File: config.mk
export PLATFORM = sky130hd
export DESIGN_NAME = adc_measure_responder_flat
export DESIGN_NICKNAME = d
export VERILOG_FILES = /design/src/rtl/adc_measure_responder_if.sv /design/src/rtl/adc_measure_responder.sv /design/src/flat_wrapper.sv
export SDC_FILE = /design/constraint.sdc
export NUM_CORES = 1
export LEC_CHECK = 0
export BUFFER_PORTS_ARGS = -buffer_cell sky130_fd_sc_hd__buf_2
export CAP_MARGIN = 15
export CORE_ASPECT_RATIO = 1.1
export CORE_MARGIN = 1
export CORE_UTILIZATION = 54
export CTS_CLUSTER_DIAMETER = 80
export DETAILED_ROUTE_END_ITERATION = 10
export HOLD_SLACK_MARGIN = 0.05
export PLACE_DENSITY = 0.76
export SYNTH_ARGS = -nofsm -noshare
export SYNTH_HDL_FRONTEND = slang
export SYNTH_SLANG_ARGS = --single-unit
File: constraint.sdc
create_clock -name clk -period 9.74 [get_ports clk]
set_clock_uncertainty 0.2 [all_clocks]
set_input_delay 2.922 -clock clk [delete_from_list [all_inputs] [get_ports clk]]
set_output_delay 2.922 -clock clk [all_outputs]
set_load 0.005 [all_outputs]
File: src/rtl/adc_measure_responder_if.sv
// Handshake and result bus between the AZ/sample sequencer (master) and the
// conversion responder (slave).
interface adc_measure_responder_if;
    logic        adc_measure_trig;
    logic [23:0] aperture_cycles;
    logic        adc_measure_valid;
    logic [23:0] count_up;
    logic [23:0] count_down;
    logic [23:0] count_rundown;
    logic        rundown_dir;
    logic        overflow;

    modport master (
        output adc_measure_trig,
        output aperture_cycles,
        input  adc_measure_valid,
        input  count_up,
        input  count_down,
        input  count_rundown,
        input  rundown_dir,
        input  overflow
    );

    modport slave (
        input  adc_measure_trig,
        input  aperture_cycles,
        output adc_measure_valid,
        output count_up,
        output count_down,
        output count_rundown,
        output rundown_dir,
        output overflow
    );
endinterface

File: src/rtl/adc_measure_responder.sv
// Charge-balance conversion responder: integrator reset, fixed-period modulation,
// comparator-terminated rundown, then latched results with a valid flag.
module adc_measure_responder #(
    parameter int RESET_N     = 2000,
    parameter int MOD_N       = 200,
    parameter int RUNDOWN_MAX = 4000
) (
    input  logic                          clk,
    input  logic                          reset,
    adc_measure_responder_if.slave        bus,
    input  logic                          cmpr_val,
    output logic [1:0]                    refmux,
    output logic                          sigmux,
    output logic [1:0]                    monitor
);
    localparam logic [23:0] L_RESET_LOAD = 24'(RESET_N - 1);
    localparam logic [23:0] L_MOD_LAST   = 24'(MOD_N - 1);
    localparam logic [23:0] L_RD_LAST    = 24'(RUNDOWN_MAX - 1);

    typedef enum logic [2:0] {S_IDLE, S_RESET, S_INTEG, S_RUNDOWN, S_DONE} state_t;
    state_t r_state, w_state_next;

    logic        r_cs_meta, r_cs;
    logic [23:0] r_timer, r_phase, r_cyc, r_aper;
    logic [23:0] r_up, r_down, r_rd;
    logic        r_ref_neg, r_dir, r_ovf;
    logic        r_valid;
    logic [23:0] r_res_up, r_res_down, r_res_rd;
    logic        r_res_dir, r_res_ovf;

    logic w_trig, w_reset_done, w_cyc_start, w_cyc_end, w_last_cyc, w_rd_stop, w_rd_sat;

    assign w_trig       = bus.adc_measure_trig;
    assign w_reset_done = (r_timer == 24'd0);
    assign w_cyc_start  = (r_phase == 24'd0);
    assign w_cyc_end    = (r_phase == L_MOD_LAST);
    assign w_last_cyc   = (r_cyc == 24'd0);
    assign w_rd_stop    = (r_cs != r_dir);
    assign w_rd_sat     = (r_rd == L_RD_LAST);

    assign bus.adc_measure_valid = r_valid;
    assign bus.count_up          = r_res_up;
    assign bus.count_down        = r_res_down;
    assign bus.count_rundown     = r_res_rd;
    assign bus.rundown_dir       = r_res_dir;
    assign bus.overflow          = r_res_ovf;

    always_ff @(posedge clk or posedge reset) begin
        if (reset) begin
            r_state <= S_IDLE;
        end else begin
            r_state <= w_state_next;
        end
    end

    // The reference choice is visible on refmux in the very clock it is made,
    // so every modulation cycle sees the same reference for all MOD_N clocks.
    always_comb begin
        w_state_next = r_state;
        refmux       = 2'b00;
        sigmux       = 1'b0;
        monitor      = 2'b00;
        case (r_state)
            S_IDLE: ;
            S_RESET: begin
                refmux = 2'b11;
                if (w_reset_done) w_state_next = S_INTEG;
            end
            S_INTEG: begin
                sigmux     = 1'b1;
                monitor[0] = w_cyc_start;
                if (w_cyc_start) refmux = r_cs ? 2'b10 : 2'b01;
                else             refmux = r_ref_neg ? 2'b10 : 2'b01;
                if (w_cyc_end && w_last_cyc) w_state_next = S_RUNDOWN;
            end
            S_RUNDOWN: begin
                monitor[1] = 1'b1;
                refmux     = r_dir ? 2'b10 : 2'b01;
                if (w_rd_stop || w_rd_sat) w_state_next = S_DONE;
            end
            S_DONE: w_state_next = S_IDLE;
            default: w_state_next = S_IDLE;
        endcase
        if (w_trig) w_state_next = S_RESET;
    end

    always_ff @(posedge clk or posedge reset) begin
        if (reset) begin
            r_cs_meta  <= 1'b0;
            r_cs       <= 1'b0;
            r_timer    <= 24'd0;
            r_phase    <= 24'd0;
            r_cyc      <= 24'd0;
            r_aper     <= 24'd0;
            r_up       <= 24'd0;
            r_down     <= 24'd0;
            r_rd       <= 24'd0;
            r_ref_neg  <= 1'b0;
            r_dir      <= 1'b0;
            r_ovf      <= 1'b0;
            r_valid    <= 1'b0;
            r_res_up   <= 24'd0;
            r_res_down <= 24'd0;
            r_res_rd   <= 24'd0;
            r_res_dir  <= 1'b0;
            r_res_ovf  <= 1'b0;
        end else begin
            r_cs_meta <= cmpr_val;
            r_cs      <= r_cs_meta;
            // A trigger always wins, including on the completion edge.
            if (w_trig) begin
                r_timer <= L_RESET_LOAD;
                r_aper  <= (bus.aperture_cycles == 24'd0) ? 24'd1 : bus.aperture_cycles;
                r_phase <= 24'd0;
                r_up    <= 24'd0;
                r_down  <= 24'd0;
                r_rd    <= 24'd0;
                r_ovf   <= 1'b0;
                r_valid <= 1'b0;
            end else begin
                case (r_state)
                    S_RESET: begin
                        r_timer <= r_timer - 24'd1;
                        if (w_reset_done) begin
                            r_cyc   <= r_aper - 24'd1;
                            r_phase <= 24'd0;
                        end
                    end
                    S_INTEG: begin
                        if (w_cyc_start) begin
                            r_ref_neg <= r_cs;
                            if (r_cs) r_down <= r_down + 24'd1;
                            else      r_up   <= r_up + 24'd1;
                        end
                        if (w_cyc_end) begin
                            r_phase <= 24'd0;
                            r_cyc   <= r_cyc - 24'd1;
                            if (w_last_cyc) r_dir <= r_cs;
                        end else begin
                            r_phase <= r_phase + 24'd1;
                        end
                    end
                    S_RUNDOWN: begin
                        if (!w_rd_stop) begin
                            r_rd <= r_rd + 24'd1;
                            if (w_rd_sat) r_ovf <= 1'b1;
                        end
                    end
                    S_DONE: begin
                        r_res_up   <= r_up;
                        r_res_down <= r_down;
                        r_res_rd   <= r_rd;
                        r_res_dir  <= r_dir;
                        r_res_ovf  <= r_ovf;
                        r_valid    <= 1'b1;
                    end
                    default: ;
                endcase
            end
        end
    end
endmodule

File: src/flat_wrapper.sv
// flat-port wrapper written by rule: the top's interface ports become plain ports
module adc_measure_responder_flat 
#(
    parameter int RESET_N     = 2000,
    parameter int MOD_N       = 200,
    parameter int RUNDOWN_MAX = 4000
)
  (clk, reset, cmpr_val, refmux, sigmux, monitor, bus_adc_measure_trig, bus_aperture_cycles, bus_adc_measure_valid, bus_count_up, bus_count_down, bus_count_rundown, bus_rundown_dir, bus_overflow);
  adc_measure_responder_if bus_i ();
  input  logic clk;
  input  logic reset;
  input  logic cmpr_val;
  output logic [1:0] refmux;
  output logic sigmux;
  output logic [1:0] monitor;
  input wire logic [$bits(bus_i.adc_measure_trig)-1:0] bus_adc_measure_trig;
  input wire logic [$bits(bus_i.aperture_cycles)-1:0] bus_aperture_cycles;
  output wire logic [$bits(bus_i.adc_measure_valid)-1:0] bus_adc_measure_valid;
  output wire logic [$bits(bus_i.count_up)-1:0] bus_count_up;
  output wire logic [$bits(bus_i.count_down)-1:0] bus_count_down;
  output wire logic [$bits(bus_i.count_rundown)-1:0] bus_count_rundown;
  output wire logic [$bits(bus_i.rundown_dir)-1:0] bus_rundown_dir;
  output wire logic [$bits(bus_i.overflow)-1:0] bus_overflow;
  assign bus_i.adc_measure_trig = bus_adc_measure_trig;
  assign bus_i.aperture_cycles = bus_aperture_cycles;
  assign bus_adc_measure_valid = bus_i.adc_measure_valid;
  assign bus_count_up = bus_i.count_up;
  assign bus_count_down = bus_i.count_down;
  assign bus_count_rundown = bus_i.count_rundown;
  assign bus_rundown_dir = bus_i.rundown_dir;
  assign bus_overflow = bus_i.overflow;
  adc_measure_responder #(.RESET_N(RESET_N), .MOD_N(MOD_N), .RUNDOWN_MAX(RUNDOWN_MAX)) u_core (.clk(clk), .reset(reset), .bus(bus_i), .cmpr_val(cmpr_val), .refmux(refmux), .sigmux(sigmux), .monitor(monitor));
endmodule
==> results of run 1 <==
layout make-up:
cell class	instances	area share, %
clock buffers	35	5.03
clock inverters	8	1.01
inverters	24	0.661
multi-input cells	895	41.9
flip-flops and latches	251	44.3
well taps	300	2.65
repair buffers	118	4.46
how the worst min path moves through the flow:
stage                                start          end
after global placement    u_core.r_cs_meta  u_core.r_cs
after CTS                 u_core.r_cs_meta  u_core.r_cs
after floorplan           u_core.r_cs_meta  u_core.r_cs
after global routing      u_core.r_cs_meta  u_core.r_cs
final                     u_core.r_cs_meta  u_core.r_cs
after detailed placement  u_core.r_cs_meta  u_core.r_cs
cell families after synthesis:
kind of cell / share of synthesized area, %
compound gates: 8.31
buf+inv: 2.74
flops: 50.0
mux: 10.9
simple gates: 20.9
fa+ha+maj: 0.797
xor+xnor: 6.41
flip-flops by register name, indices dropped and copies added (netlist names):
name	flops
u_core.bus.rundown_dir	1
u_core.r_ref_neg	1
u_core.r_ovf	1
u_core.bus.count_rundown	24
u_core.bus.overflow	1
u_core.r_aper	24
u_core.r_timer	24
u_core.r_cs_meta	1
u_core.r_state	3
u_core.r_down	24
u_core.bus.count_up	24
u_core.r_dir	1
u_core.r_up	24
u_core.r_rd	24
u_core.r_cyc	24
u_core.r_phase	24
u_core.r_cs	1
u_core.bus.adc_measure_valid	1
u_core.bus.count_down	24
layer usage:
layer / share of wire (%) / global-route usage (%) / up-vias
met5: 0 / 0 / -
met4: 2.5 / 7.12 / 0
met3: 4.6 / 2.64 / 55
met2: 49 / 40.2 / 269
met1: 44 / 31.9 / 4767
li1: - / - / 4587
synth_stat cells, drive strengths merged, types with 12 or more instances:
master | number | area (um2)
dfrtp | 251 | 6280
nor2 | 144 | 541
mux2 | 108 | 1220
nand2 | 89 | 334
nand3 | 56 | 285
o21ai | 56 | 280
xor2 | 53 | 464
nor3 | 47 | 240
clkbuf | 43 | 161
nor4 | 42 | 299
xnor2 | 39 | 342
a21oi | 37 | 185
nand4 | 35 | 219
inv | 24 | 90.1
buf | 17 | 92.6
and2 | 15 | 93.8
mux2i | 15 | 150
and3 | 12 | 75.1
metrics by stage:
stage                     total power, mW  setup slack [ns]  std cells  cell area [um2]
after floorplan                      1.15              3.32       1230            12600
after global placement               1.17              3.74       1588            13300
after detailed placement             1.18              3.71       1588            13300
after CTS                            2.18              3.16       1631            14200
after global routing                 2.23              2.98       1631            14200
final                                2.16              3.18       1631            14200
where the power goes:
part           internal, mW  switching (mW)
clock                 0.614           0.392
sequential             1.05          0.0169
combinational        0.0313          0.0550
total                  1.70           0.464
==> run_results.csv, run 1 <==
group,metric,value,unit
run_status,status,"complete, no violations",
setup_path,end_kind,"output port",
job,cap_violations,0,
setup_path,cp_max_fo,16,
layout,layout_commonest_cell,"dfrtp_1",
synthesis,synthesis.area,12600,um2
clock_tree,cts_resized,0,
setup_path,reg2reg_depth,9,
route,drtPass1Iterations,5,
synthesis,synth_cell_types,70,
layout,seqCellArea,6280,um2
synthesis,synth-seq-area-share,50.0,%
clock_tree,cts_setup_buffers,0,
layout,final_core_utilization,62.1,%
setup_path,crit_family,"simple AND/OR/NAND/NOR gates",
timing,period_share,67.4,%
layout,num_antenna_cells,0,
layout,nNetsFinal,1351,
setup_path,reg2reg_to,"u_core.r_cyc[16]",
clock_tree,cts.sinks,251,
synthesis,netlist_instances,1230,
route,detail-route-antenna-nets,0,
pwr,p_leak,6.54,nW
route,wl,27.7,mm
pwr,p_per_area,152,nW/um2
clock_tree,cts_made_buffers,25,
timing,final_hold_viol_count,0,
synthesis,synth-seq-cells,251,
global_route,grt_max_degree,169,
clock_tree,clock_latency,0.52,ns
layout,nFillCells,1798,
setup_path,cp-startpoint,"u_core.r_phase[0]",
place,io_buffers,107,
floorplan,dieArea,23900,um2
layout,final_cell_mix,"251 x dfrtp_1, 144 x nor2_1, 108 x mux2_2",
timing,tightest_slew,0.996,ns
hold_path,hp-class,"reg -> reg",
synthesis,synth_edf_count,0,
floorplan,placementRows,58,
global_route,grt.overflow.total,0,
floorplan,core,22900,um2
floorplan,io_pins,108,
setup_path,timing.critical_path.to,"refmux[1]",
route,vias,9678,
route,drc,0,
timing,finalSetupViolCount,0,
setup_path,critPathLaunchType,"register",
clock_tree,clk_pin_slew,0.07,ns
setup_path,critPathSlowestCell,"o21ai_0",
synthesis,ys_warn_count,0,
global_route,grt_usage,23.7,%
floorplan,fp.dieH,162,um
pwr,max-vdd-ir-drop,122,uV
global_route,antenna_found_initial,0,
layout,multi_input_area,5950,um2
setup_path,reg2reg_slack,5.73,ns
setup_path,slowest_delay,0.56,ns
setup_path,critPathRequiredTime,6.62,ns
floorplan,start_util,55.0,%
global_route,grt_pass1_vias,9441,
place,dpl.hpwl,18.3,mm
route,wl_per_cell,17.0,um
clock_tree,cts_root_buf,"clkbuf_16",
clock_tree,clockBufferDepth,3,
setup_path,cp.arrival,3.44,ns
setup_path,critical_path_buf_inv_count,2,
clock_tree,cts_tree,"done",
synthesis,async_reset_ff_share,100,%
setup_path,cp.depth,9,
timing,fmax,152,MHz
clock_tree,cts.hold.buffers_added,0,
setup_path,worstReg2RegStart,"u_core.r_state[1]",
timing,grt_setup_unrepaired,"no",
timing,slew_viol_final,0,
floorplan,dieWidth,147,um
layout,drive_gt1_share,21.3,%
route,drtIter0Drc,713,
timing,relSlewSlack,32.6,%
synthesis,syn_avg_cell_area,10.2,um2
route,viasPerCell,5.93,
setup_path,path_cells,"inv_1, ha_1, nor4b_1, nand3_2, or2_2, o21ai_0, a21oi_1, nor3_1, buf_2",
synthesis,synthFlopType,"dfrtp_1",
layout,area_growth,12.9,%
synthesis,syn_nets,1266,
setup_path,path_class,"reg -> out",
timing,hold_slack,0.168,ns
hold_path,whs_path_depth,0,
timing,fin_setup_tns,0,ns
place,gp_congestion,0.823,
clock_tree,htreeDepth,1,
timing,min_period,6.56,ns
global_route,grt_pass1_wl,46.7,mm
Note: power is estimated with default switching activity, not from simulation.
==> inputs of run 2 (changes only) <==
==> constraint.sdc (replaced) <==
create_clock -name clk -period 5.4 [get_ports clk]
set_clock_uncertainty 0.2 [all_clocks]
set_input_delay 1.62 -clock clk [delete_from_list [all_inputs] [get_ports clk]]
set_output_delay 1.62 -clock clk [all_outputs]
set_load 0.005 [all_outputs]
==> run_results.csv, run 2 (synthesized netlist as in run 1, its figures left out) <==
group,metric,value,unit
clock_tree,htreeDepth,1,
timing,fmax,197,MHz
global_route,grt_max_degree,133,
layout,final_cell_mix,"251 x dfrtp_1, 144 x nor2_1, 108 x mux2_2",
pwr,netSwitchingFraction,21.6,%
hold_path,hp-class,"reg -> reg",
setup_path,critPathRequiredTime,3.58,ns
setup_path,end_kind,"output port",
floorplan,io_pins,108,
timing,grt_setup_unrepaired,"no",
floorplan,dieWidth,147,um
route,drc,0,
setup_path,cp.arrival,3.26,ns
pwr,p_per_area,279,nW/um2
clock_tree,clockBufferDepth,3,
setup_path,critPathLaunchType,"register",
pwr,clkPwrFrac,47.4,%
route,wl,27.2,mm
clock_tree,clock_latency,0.52,ns
timing,tightest_slew,1.11,ns
clock_tree,cts_tree,"done",
global_route,grt_pass1_vias,9235,
global_route,grt_usage,23.2,%
place,pre_cts_slack,0.595,ns
timing,fin_ws,0.316,ns
place,dpl.hpwl,18.3,mm
route,drtIter0Drc,581,
floorplan,fp.dieH,162,um
clock_tree,cts_made_buffers,26,
clock_tree,cts.sinks,251,
timing,slew_viol_final,0,
clock_tree,clk_pin_slew,0.06,ns
pwr,p_int,3.12,mW
global_route,grt.overflow.total,0,
timing,min_period,5.08,ns
global_route,antenna_found_initial,0,
timing,period_share,94.1,%
floorplan,core,22900,um2
layout,nFillCells,1863,
layout,drive_gt1_share,21.8,%
pwr,p_leak,6.58,nW
route,drtPass1Iterations,5,
timing,final_hold_viol_count,0,
pwr,sequentialPowerShare,48.6,%
floorplan,start_util,55.0,%
floorplan,placementRows,58,
setup_path,cp_max_fo,16,
setup_path,path_class,"reg -> out",
floorplan,dieArea,23900,um2
timing,fin_setup_tns,0,ns
pwr,max-vdd-ir-drop,162,uV
route,vias,9566,
global_route,grt_pass1_wl,46.0,mm
layout,num_antenna_cells,0,
layout,area_growth,13.6,%
setup_path,reg2reg_slack,1.57,ns
timing,relSlewSlack,25.4,%
timing,finalSetupViolCount,0,
job,cap_violations,0,
place,gp_congestion,0.838,
run_status,status,"complete, no violations",
layout,layout_commonest_cell,"dfrtp_1",
route,wl_per_cell,16.6,um
pwr,p_switching,857,uW
clock_tree,cts_setup_buffers,0,
place,io_buffers,107,
clock_tree,cts_root_buf,"clkbuf_16",
layout,nNetsFinal,1353,
route,viasPerCell,5.85,
route,detail-route-antenna-nets,0,
pwr,power.combinational.fraction,3.9,%
==> run 2: worst paths after layout <==
check,to,start,cells after the start
hold / removal,u_core.r_cs,u_core.r_cs_meta,0
max in group asynchronous,u_core.bus.count_up[5],reset,3
setup reg to reg,u_core.r_cyc[22],u_core.r_state[1],8
hold reg to reg,u_core.r_cs,u_core.r_cs_meta,0
min in group asynchronous,u_core.bus.count_rundown[11],reset,2
setup / recovery,refmux[1],u_core.r_phase[19],7
==> run 2: stage by stage <==
stage               total power [mW]  instance area (um2)  utilization [%]  hold WS, ns  std cells
finish                          3.98                14300             62.4        0.159       1636
global route                    4.11                14300             62.4        0.174       1636
CTS                             4.01                14300             62.4        0.161       1636
detailed placement              2.13                13400             58.4        0.136       1589
global placement                2.12                13400             58.4        0.143       1589
floorplan                       2.07                12600                -        0.131       1230
==> run 2: worst max-delay path, stage by stage, from the launching register on <==
cell and delay [ns]:
dfrtp_1 0.42, nor4_1 0.54, nand3_2 0.34, or2_2 0.52, o21ai_1 0.37, a21oi_1 0.14, nor3_1 0.26, buf_2 0.16
==> run 2: layer usage <==
metal  track usage, %  wire length [um]
met3             2.67              1040
met5                0                 0
met2             39.2             13300
met4             6.33               482
met1             31.9             12400
==> run 2: cell type report <==
class	count	area [um2]	area share, %
Multi-Input combinational cell	895	5960	41.7
Clock inverter	12	169	1.18
Timing Repair Buffer	119	653	4.58
Tap cell	300	375	2.63
Inverter	24	93.8	0.657
Clock buffer	35	746	5.22
Sequential cell	251	6280	44.0
==> run 2: timing repair <==
item / in CTS / in global routing
resized for setup: 0 / 2
setup endpoints to repair: 0 / 2
hold buffers: 0 / 0
==> run 2: power groups by stage <==
stage / clock network (mW) / logic (mW) / registers, mW
after floorplan: 0 / 0.116 / 1.96
after global placement: 0 / 0.155 / 1.97
after detailed placement: 0 / 0.159 / 1.97
after CTS: 1.92 / 0.159 / 1.93
after global routing: 2.00 / 0.179 / 1.94
final: 1.89 / 0.156 / 1.93
==> inputs of run 3 (changes only) <==
--- a/config.mk
+++ b/config.mk
@@ -7,9 +7,11 @@
 export LEC_CHECK = 0
 export BUFFER_PORTS_ARGS = -buffer_cell sky130_fd_sc_hd__buf_2
 export CAP_MARGIN = 15
+export CELL_PAD_IN_SITES_DETAIL_PLACEMENT = 1
+export CELL_PAD_IN_SITES_GLOBAL_PLACEMENT = 2
 export CORE_ASPECT_RATIO = 1.1
 export CORE_MARGIN = 1
-export CORE_UTILIZATION = 54
+export CORE_UTILIZATION = 35
 export CTS_CLUSTER_DIAMETER = 80
 export DETAILED_ROUTE_END_ITERATION = 10
 export HOLD_SLACK_MARGIN = 0.05
==> run_results.csv, run 3 (synthesized netlist as in run 1, its figures left out) <==
group,metric,value,unit
run_status,status,"complete, no violations",
floorplan,placementRows,72,
route,detail-route-antenna-nets,0,
floorplan,io_pins,108,
clock_tree,cts_made_buffers,29,
place,io_buffers,107,
layout,nFillCells,3962,
place,placed_area,13600,um2
global_route,use_met2,30.5,%
setup_path,reg2reg_to,"u_core.r_cyc[22]",
clock_tree,htreeDepth,1,
timing,grt_setup_unrepaired,"no",
setup_path,path_class,"reg -> out",
route,drtPass1Iterations,4,
layout,nNetsFinal,1363,
floorplan,core,35200,um2
timing,finalSetupViolCount,0,
pwr,max-vdd-ir-drop,213,uV
job,cap_violations,0,
layout,layout_commonest_cell,"dfrtp_1",
global_route,grt_pass1_vias,9893,
route,vias,9681,
global_route,use_met3,2.01,%
floorplan,start_util,35.7,%
setup_path,path_cells,"nor4_1, nand3_2, o21ai_0, o21ai_0, o21ba_2, a311oi_1, buf_2",
global_route,top_usage_layer,"met2",
clock_tree,cts_resized,0,
place,dpl.hpwl,22.4,mm
setup_path,reg2reg_depth,9,
clock_tree,cts_tree,"done",
setup_path,worstReg2RegStart,"u_core.r_state[1]",
floorplan,dieWidth,183,um
global_route,antenna_found_initial,0,
global_route,grt.overflow.total,0,
setup_path,cp-startpoint,"u_core.r_phase[19]",
route,wl_per_cell,17.7,um
layout,final_core_utilization,41.5,%
timing,relSlewSlack,33.4,%
route,drtIter0Drc,405,
hold_path,hp-class,"reg -> reg",
global_route,grt_usage,18.1,%
clock_tree,cts_root_buf,"clkbuf_16",
clock_tree,cts.sinks,251,
setup_path,reg2reg_slack,1.37,ns
setup_path,cp_max_fo,7,
clock_tree,clk_pin_slew,0.06,ns
route,viasPerCell,5.29,
floorplan,fp.dieH,201,um
timing,final_hold_viol_count,0,
setup_path,crit_top_cell,"o21ai_0",
global_route,grt_pass1_wl,54.2,mm
hold_path,worstHoldStart,"u_core.r_cs_meta",
setup_path,critPathRequiredTime,3.58,ns
setup_path,cp.arrival,3.19,ns
pwr,p_leak,6.66,nW
global_route,grt_max_degree,88,
timing,period_share,92.7,%
setup_path,critPathSlowestCell,"nor4_1",
layout,final_area,14600,um2
timing,min_period,5.01,ns
timing,fmax,200,MHz
layout,area_growth,16.4,%
clock_tree,cts_setup_buffers,0,
global_route,met1_usage,24.7,%
setup_path,slowest_delay,0.55,ns
layout,final_cell_mix,"251 x dfrtp_1, 144 x nor2_1, 108 x mux2_2",
setup_path,timing.critical_path.to,"refmux[0]",
setup_path,end_kind,"output port",
route,drc,0,
route,wl,32.5,mm
layout,drive_gt1_share,22.3,%
timing,fin_setup_tns,0,ns
setup_path,critPathLaunchType,"register",
floorplan,dieArea,36700,um2
timing,tightest_slew,0.999,ns
place,gp_congestion,0.782,
pwr,p_per_area,283,nW/um2
timing,slew_viol_final,0,
layout,num_antenna_cells,0,
clock_tree,clockBufferDepth,3,
clock_tree,cts.hold.buffers_added,0,
clock_tree,clock_latency,0.55,ns
-- run 3: changes by cell type in the layout (fill, tap and decap cells not counted), sizes merged --
cell and change:
buf +6, clkbuf +5, clkinv +2, clkinvlp -2
inv +2
-- run 3: area by class of cell --
| type | count | area, um2 | share of cell area [%] |
|---|---|---|---|
| sequential | 251 | 6280 | 43.0 |
| clock inverter | 14 | 184 | 1.26 |
| clock buffer | 39 | 803 | 5.49 |
| inverter | 24 | 93.8 | 0.642 |
| multi-input combinational | 895 | 5960 | 40.7 |
| timing repair buffer | 126 | 703 | 4.81 |
| tap | 481 | 602 | 4.12 |
-- run 3: layer usage --
layer	vias up	wire [um]
met4	0	653
met1	4906	15100
met3	41	955
met2	132	15800
li1	4602	-
met5	-	0
-- run 3: power by group --
part	switching, mW	total (mW)	internal (mW)	leakage, nW
Combinational	0.105	0.165	0.0599	2.78
Clock	0.804	2.04	1.24	0.492
Sequential	0.0314	1.93	1.90	3.38
-- run 3: how the worst min path moves through the flow --
| stage | to | slack, ns | cells past startpoint |
|---|---|---|---|
| floorplan | u_core.r_cs | 0.13 | 0 |
| detailed placement | u_core.r_cs | 0.14 | 0 |
| finish | u_core.r_cs | 0.17 | 0 |
| global placement | u_core.r_cs | 0.13 | 0 |
| CTS | u_core.r_cs | 0.16 | 0 |
| global route | u_core.r_cs | 0.17 | 0 |
-- run 3: worst max-delay path, delay by kind of cell (launching register included) --
family | cells | cell delay, ns
buf+inv | 1 | 0.21
flops | 1 | 0.43
simple gates | 2 | 0.90
compound gates | 4 | 1.09
-- run 3: stage by stage --
stage | instances | setup slack [ns] | hold WS, ns | power, mW
2_1_floorplan | 1230 | 0.278 | 0.131 | 2.07
3_3_place_gp | 1776 | 0.957 | 0.132 | 2.13
3_5_place_dp | 1776 | 0.928 | 0.141 | 2.14
4_1_cts | 1829 | 0.306 | 0.164 | 4.21
5_1_grt | 1830 | 0.157 | 0.174 | 4.30
6_report | 1830 | 0.392 | 0.169 | 4.14
